File: config.mk
export PLATFORM = sky130hd
export DESIGN_NAME = gpio_pulse_driver
export DESIGN_NICKNAME = d
export VERILOG_FILES = /design/src/rtl/gpio_pulse_driver.sv
export SDC_FILE = /design/constraint.sdc
export NUM_CORES = 1
export LEC_CHECK = 0
export ABC_CLOCK_PERIOD_IN_PS = 2400
export BUFFER_PORTS_ARGS = -buffer_cell sky130_fd_sc_hd__buf_2
export CORE_MARGIN = 1.5
export CORE_UTILIZATION = 30
export CTS_BUF_LIST = sky130_fd_sc_hd__clkbuf_4
export CTS_CLUSTER_SIZE = 14
export DETAILED_ROUTE_END_ITERATION = 12
export GPL_TIMING_DRIVEN = 1
export PLACE_DENSITY = 0.45
export SETUP_SLACK_MARGIN = 0.3
export SLEW_MARGIN = 20
export SYNTH_ARGS = -nofsm -noshare
export SYNTH_HDL_FRONTEND = slang
export SYNTH_SLANG_ARGS = --single-unit
File: constraint.sdc
create_clock -name clk -period 2.4 [get_ports clk]
set_input_delay 0.12 -clock clk [delete_from_list [all_inputs] [get_ports clk]]
set_output_delay 0.12 -clock clk [all_outputs]
set_load 0.1 [all_outputs]
File: src/rtl/gpio_pulse_driver.sv
// GPIO output pulse driver: drives NUM_PINS pad outputs from a single valid/ready
// command port supporting static levels, toggle and timed pulses per pin.
module gpio_pulse_driver #(
  parameter int                  NUM_PINS  = 16,
  parameter int                  PULSE_W   = 16,
  parameter logic [NUM_PINS-1:0] RESET_VAL = '0,
  localparam int                 PIN_W     = (NUM_PINS > 1) ? $clog2(NUM_PINS) : 1
) (
  input  logic                clk,
  input  logic                reset_n,
  input  logic                cmd_valid,
  output logic                cmd_ready,
  input  logic [PIN_W-1:0]    cmd_pin,
  input  logic [1:0]          cmd_op,
  input  logic [PULSE_W-1:0]  cmd_len,
  output logic [NUM_PINS-1:0] gpio_out,
  output logic [NUM_PINS-1:0] busy,
  output logic [NUM_PINS-1:0] done,
  output logic                cmd_err
);

  typedef enum logic [1:0] {
    OP_SET_LOW  = 2'd0,
    OP_SET_HIGH = 2'd1,
    OP_TOGGLE   = 2'd2,
    OP_PULSE    = 2'd3
  } op_t;

  typedef enum logic {
    IDLE    = 1'b0,
    PULSING = 1'b1
  } pin_state_t;

  pin_state_t           state_q [NUM_PINS];
  pin_state_t           state_d [NUM_PINS];
  logic [PULSE_W-1:0]   cnt_q   [NUM_PINS];
  logic [PULSE_W-1:0]   cnt_d   [NUM_PINS];
  logic [NUM_PINS-1:0]  base_q, base_d;
  logic [NUM_PINS-1:0]  out_q, out_d;
  logic [NUM_PINS-1:0]  done_q, done_d;
  logic                 err_q, err_d;

  op_t                  op;
  logic [PIN_W:0]       pin_ext;
  logic                 in_range;
  logic [NUM_PINS-1:0]  pin_sel;
  logic                 accept;
  logic [PULSE_W-1:0]   pulse_cnt;

  assign op       = op_t'(cmd_op);
  // Widen the pin index so an index equal to NUM_PINS is still representable.
  assign pin_ext  = {1'b0, cmd_pin};
  assign in_range = pin_ext < (PIN_W + 1)'(NUM_PINS);

  always_comb begin
    pin_sel = '0;
    for (int i = 0; i < NUM_PINS; i++) begin
      pin_sel[i] = in_range && (cmd_pin == PIN_W'(i));
    end
  end

  always_comb begin
    busy = '0;
    for (int i = 0; i < NUM_PINS; i++) begin
      busy[i] = (state_q[i] == PULSING);
    end
  end

  // Only a PULSE aimed at a pin that is already pulsing has to wait.
  assign cmd_ready = !((op == OP_PULSE) && (|(pin_sel & busy)));
  assign accept    = cmd_valid && cmd_ready;
  assign pulse_cnt = (cmd_len == '0) ? '0 : cmd_len - PULSE_W'(1);

  always_comb begin
    state_d = state_q;
    cnt_d   = cnt_q;
    base_d  = base_q;
    out_d   = out_q;
    done_d  = '0;
    err_d   = accept && !in_range;
    for (int i = 0; i < NUM_PINS; i++) begin
      if (state_q[i] == PULSING) begin
        if (cnt_q[i] != '0) begin
          cnt_d[i] = cnt_q[i] - PULSE_W'(1);
        end else begin
          out_d[i]   = base_q[i];
          state_d[i] = IDLE;
          done_d[i]  = 1'b1;
        end
      end
      // A command to this pin overrides any expiry computed above.
      if (accept && pin_sel[i]) begin
        case (op)
          OP_SET_LOW: begin
            base_d[i]  = 1'b0;
            out_d[i]   = 1'b0;
            state_d[i] = IDLE;
            cnt_d[i]   = '0;
            done_d[i]  = 1'b0;
          end
          OP_SET_HIGH: begin
            base_d[i]  = 1'b1;
            out_d[i]   = 1'b1;
            state_d[i] = IDLE;
            cnt_d[i]   = '0;
            done_d[i]  = 1'b0;
          end
          OP_TOGGLE: begin
            base_d[i]  = ~base_q[i];
            out_d[i]   = ~base_q[i];
            state_d[i] = IDLE;
            cnt_d[i]   = '0;
            done_d[i]  = 1'b0;
          end
          default: begin
            out_d[i]   = ~base_q[i];
            cnt_d[i]   = pulse_cnt;
            state_d[i] = PULSING;
            done_d[i]  = 1'b0;
          end
        endcase
      end
    end
  end

  always_ff @(posedge clk) begin
    if (!reset_n) begin
      for (int i = 0; i < NUM_PINS; i++) begin
        state_q[i] <= IDLE;
        cnt_q[i]   <= '0;
      end
      base_q <= RESET_VAL;
      out_q  <= RESET_VAL;
      done_q <= '0;
      err_q  <= 1'b0;
    end else begin
      for (int i = 0; i < NUM_PINS; i++) begin
        state_q[i] <= state_d[i];
        cnt_q[i]   <= cnt_d[i];
      end
      base_q <= base_d;
      out_q  <= out_d;
      done_q <= done_d;
      err_q  <= err_d;
    end
  end

  assign gpio_out = out_q;
  assign done     = done_q;
  assign cmd_err  = err_q;

endmodule

==> metrics.md <==
| Metric | Value |
|---|---|
| Top cells by area, synth | `dfxtp_1 (36%), xnor2_1 (6.9%), o21ai_0 (6.3%)` |
| Final Max Slew Viols | `0` |
| Initial core utilization | `0.302` |
| Netlist Area Pre-Place | `about 18000 um2` |
| CP Launch Type | `flip-flop` |
| Cell area after placement | `approximately 20000 um2` |
| IO Count | `75` |
| Hold Path Class | `input pin to flip-flop` |
| Vias per inst | `approximately 5.3` |
| Hpwl dp | `about 39000 um` |
| Wire length per cell | `~20 um` |
| First-pass GRT wire length | `~95000 um` |
| CTS tree | `built` |
| Die height | `246 um` |
| Final min period | `between 2000 and 3000 ps` |
| Post-synth top area cell | `dfxtp_1` |
| DRT antenna net count | `0` |
| Die area | `60700 um2` |
| Status | `finished with violations` |
| Finished Cell Area | `about 24000 um2` |
| Post-synth ARST share | `0` |
| Highest achievable clock rate | `about 360 MHz` |
| Max Fanout on Critical Path | `6` |
| Most frequent cells in the layout | `dfxtp_1 (299), nand3_1 (169), nor2_1 (157)` |
| TritonRoute pass-1 iters | `5` |
| Die X | `between 200 and 250 um` |
| Post-route setup TNS | `-998 ps` |
| Port-buffer cells | `between 70 and 80` |
| Cells after DPL | `roughly 3000` |
| Yosys reg bits | `320` |
| Site Rows | `between 80 and 90` |
| Final setup viols | `21` |
| Cells after Synth | `between 2000 and 2500` |
| Failing checks | `negative setup slack` |
| Clock Latency Late Sink | `~880 ps` |
| P&R area growth vs syn | `35.6%` |
| Worst-Margin Slew | `about 860 ps` |
| Commonest non-fill, non-tap cell in the layout | `dfxtp_1` |
| Yosys warnings | `0` |
| RD Place Congestion | `a little over 0.8` |
| Core Area | `58800 um2` |
| Post-route setup slack | `-389 ps` |
| Gr ovfl total | `0` |
| MaxCap Viol Count | `0` |
| Top_reg_cell synth | `dfxtp_1` |
| Vias in the first global route | `16600` |
| Sequential area share after synthesis | `0.361` |
| Clock transition at path regs | `approximately 60 ps` |
| Final Cycle Share | `1.16` |
| Minimum hold slack | `approximately 120 ps` |
| CTS Sinks | `320` |
| PwrDens | `just over 500 nW/um2` |
| Layout cell share with drive strength beyond 1 | `0.296` |
| Routed WL | `65300 um` |
| Synth cell types | `82` |
| Static leakage | `between 9 and 10 nW` |
| Final Hold Viols | `0` |
| Post-Layout Cell Count | `around 3300` |
| Crit end category | `primary output` |
| Syn Nets | `approximately 2300` |
| Largest net degree at the start of global routing | `roughly 150` |
| Peak supply drop | `0.356 mV` |
| Setup Skew | `roughly 76 ps` |
| Worst Path Required | `around 2300 ps` |
| CTS Root Cell | `clkbuf_4` |
| Core Util, Final | `0.410` |
| CP Class | `flip-flop to primary output` |
| Via count | `roughly 18000` |
| Initial antenna violation count | `5` |
| Remaining DRCs | `0` |
| Worst-case clock buffer depth | `3` |
| Rel. slew slack | `0.427` |
| DP Worst Slack | `between 100 and 150 ps` |
| # H-tree levels | `3` |
| Total Power | `approximately 12 mW` |
| Filler cells | `between 6000 and 7000` |
| Top-area cell type share of the netlist area | `0.361` |
| CP arrival | `2670 ps` |
| All-layer global routing usage | `0.202` |
| RSZ-0062 raised after global routing | `true` |
| Post-layout net count | `around 2500` |
| Total CTS buffers | `98` |
| Avg Inst Size Synth | `8.12 um2` |
| EDFF count, synth | `0` |
| DR iter-0 viols | `around 960` |
[cells in the mapped netlist (all sizes together), types with 17 or more instances]
master	count
dfxtp	320
nand3b	22
nand4b	17
xor2	69
a31o	77
xnor2	140
a21o	20
nand3	201
nand2	121
mux2i	25
o21ai	225
clkbuf	87
buf	57
a21oi	57
nand4	33
nor4	60
inv	72
ha	37
o211ai	40
nor2	183
or4	21
nor3	91
[layer usage]
metal | vias up | share of wire | global-route usage
li1 | 8586 | - | -
met5 | - | 0.00044 | 0
met4 | 6 | 0.028 | 0.0802
met2 | 444 | 0.46 | 0.321
met3 | 111 | 0.052 | 0.0395
met1 | 8406 | 0.46 | 0.266
[worst max-delay path, stage by stage (launching register included)]
cell        delay [ps]
dfxtp_4            360
mux2i_1            140
o211ai_1           100
a2111o_1           450
buf_6              130
o31a_1             320
clkinvlp_4         120
buf_12             170
[worst paths after layout]
check / from / to / slack (ps) / depth (start not counted)
worst max register to register: busy[11] / cnt_q[102] / -70 / 12
worst max-delay path: busy[11] / cmd_ready / -390 / 7
worst min register to register: base_q[12] / base_q[12] / 500 / 2
worst min-delay path: cmd_pin[0] / gpio_out[14] / 120 / 5
[flip-flops by register name (all words and copies together) (netlist names)]
register  cells
base_q       16
busy         16
cnt_q       256
done         16
gpio_out     16
[final cells by class]
class	instances	area, um2	share of cell area
Inverter	72	274	0.0114
Antenna cell	1	2.50	0.000104
Clock inverter	22	166	0.00691
Sequential cell	320	6460	0.268
Clock buffer	146	1100	0.0455
Timing Repair Buffer	333	3530	0.147
Multi-Input combinational cell	1655	11600	0.481
Tap cell	773	967	0.0401
[power breakdown]
group / internal [mW] / leakage (nW) / switching [mW]
Sequential: 5.34 / 2.59 / 0.0415
Combinational: 0.405 / 6.09 / 0.724
Clock: 3.06 / 0.745 / 2.58
[what timing repair did]
action / CTS / global route
pin swaps: 63 / 46
hold endpoints to repair: 261 / 0
setup endpoints to repair: 62 / 242
gates resized for setup: 172 / 204
buffers inserted: 23 / 26
hold buffers: 34 / 0
cloned: 13 / 32
[cell families (layout without fill, tap and decap cells)]
group	after synthesis	after routing	share of synthesized area
other	1	2	0.000211
buffers and inverters	216	573	0.0500
multiplexers	29	29	0.0166
AO/OA/AOI/OAI	502	503	0.183
adder cells (fa/ha/maj)	37	37	0.0261
flip-flops	320	320	0.361
XOR/XNOR	209	209	0.103
AND/OR/NAND/NOR	875	876	0.261
No activity file was read; power rests on OpenSTA's default activity.
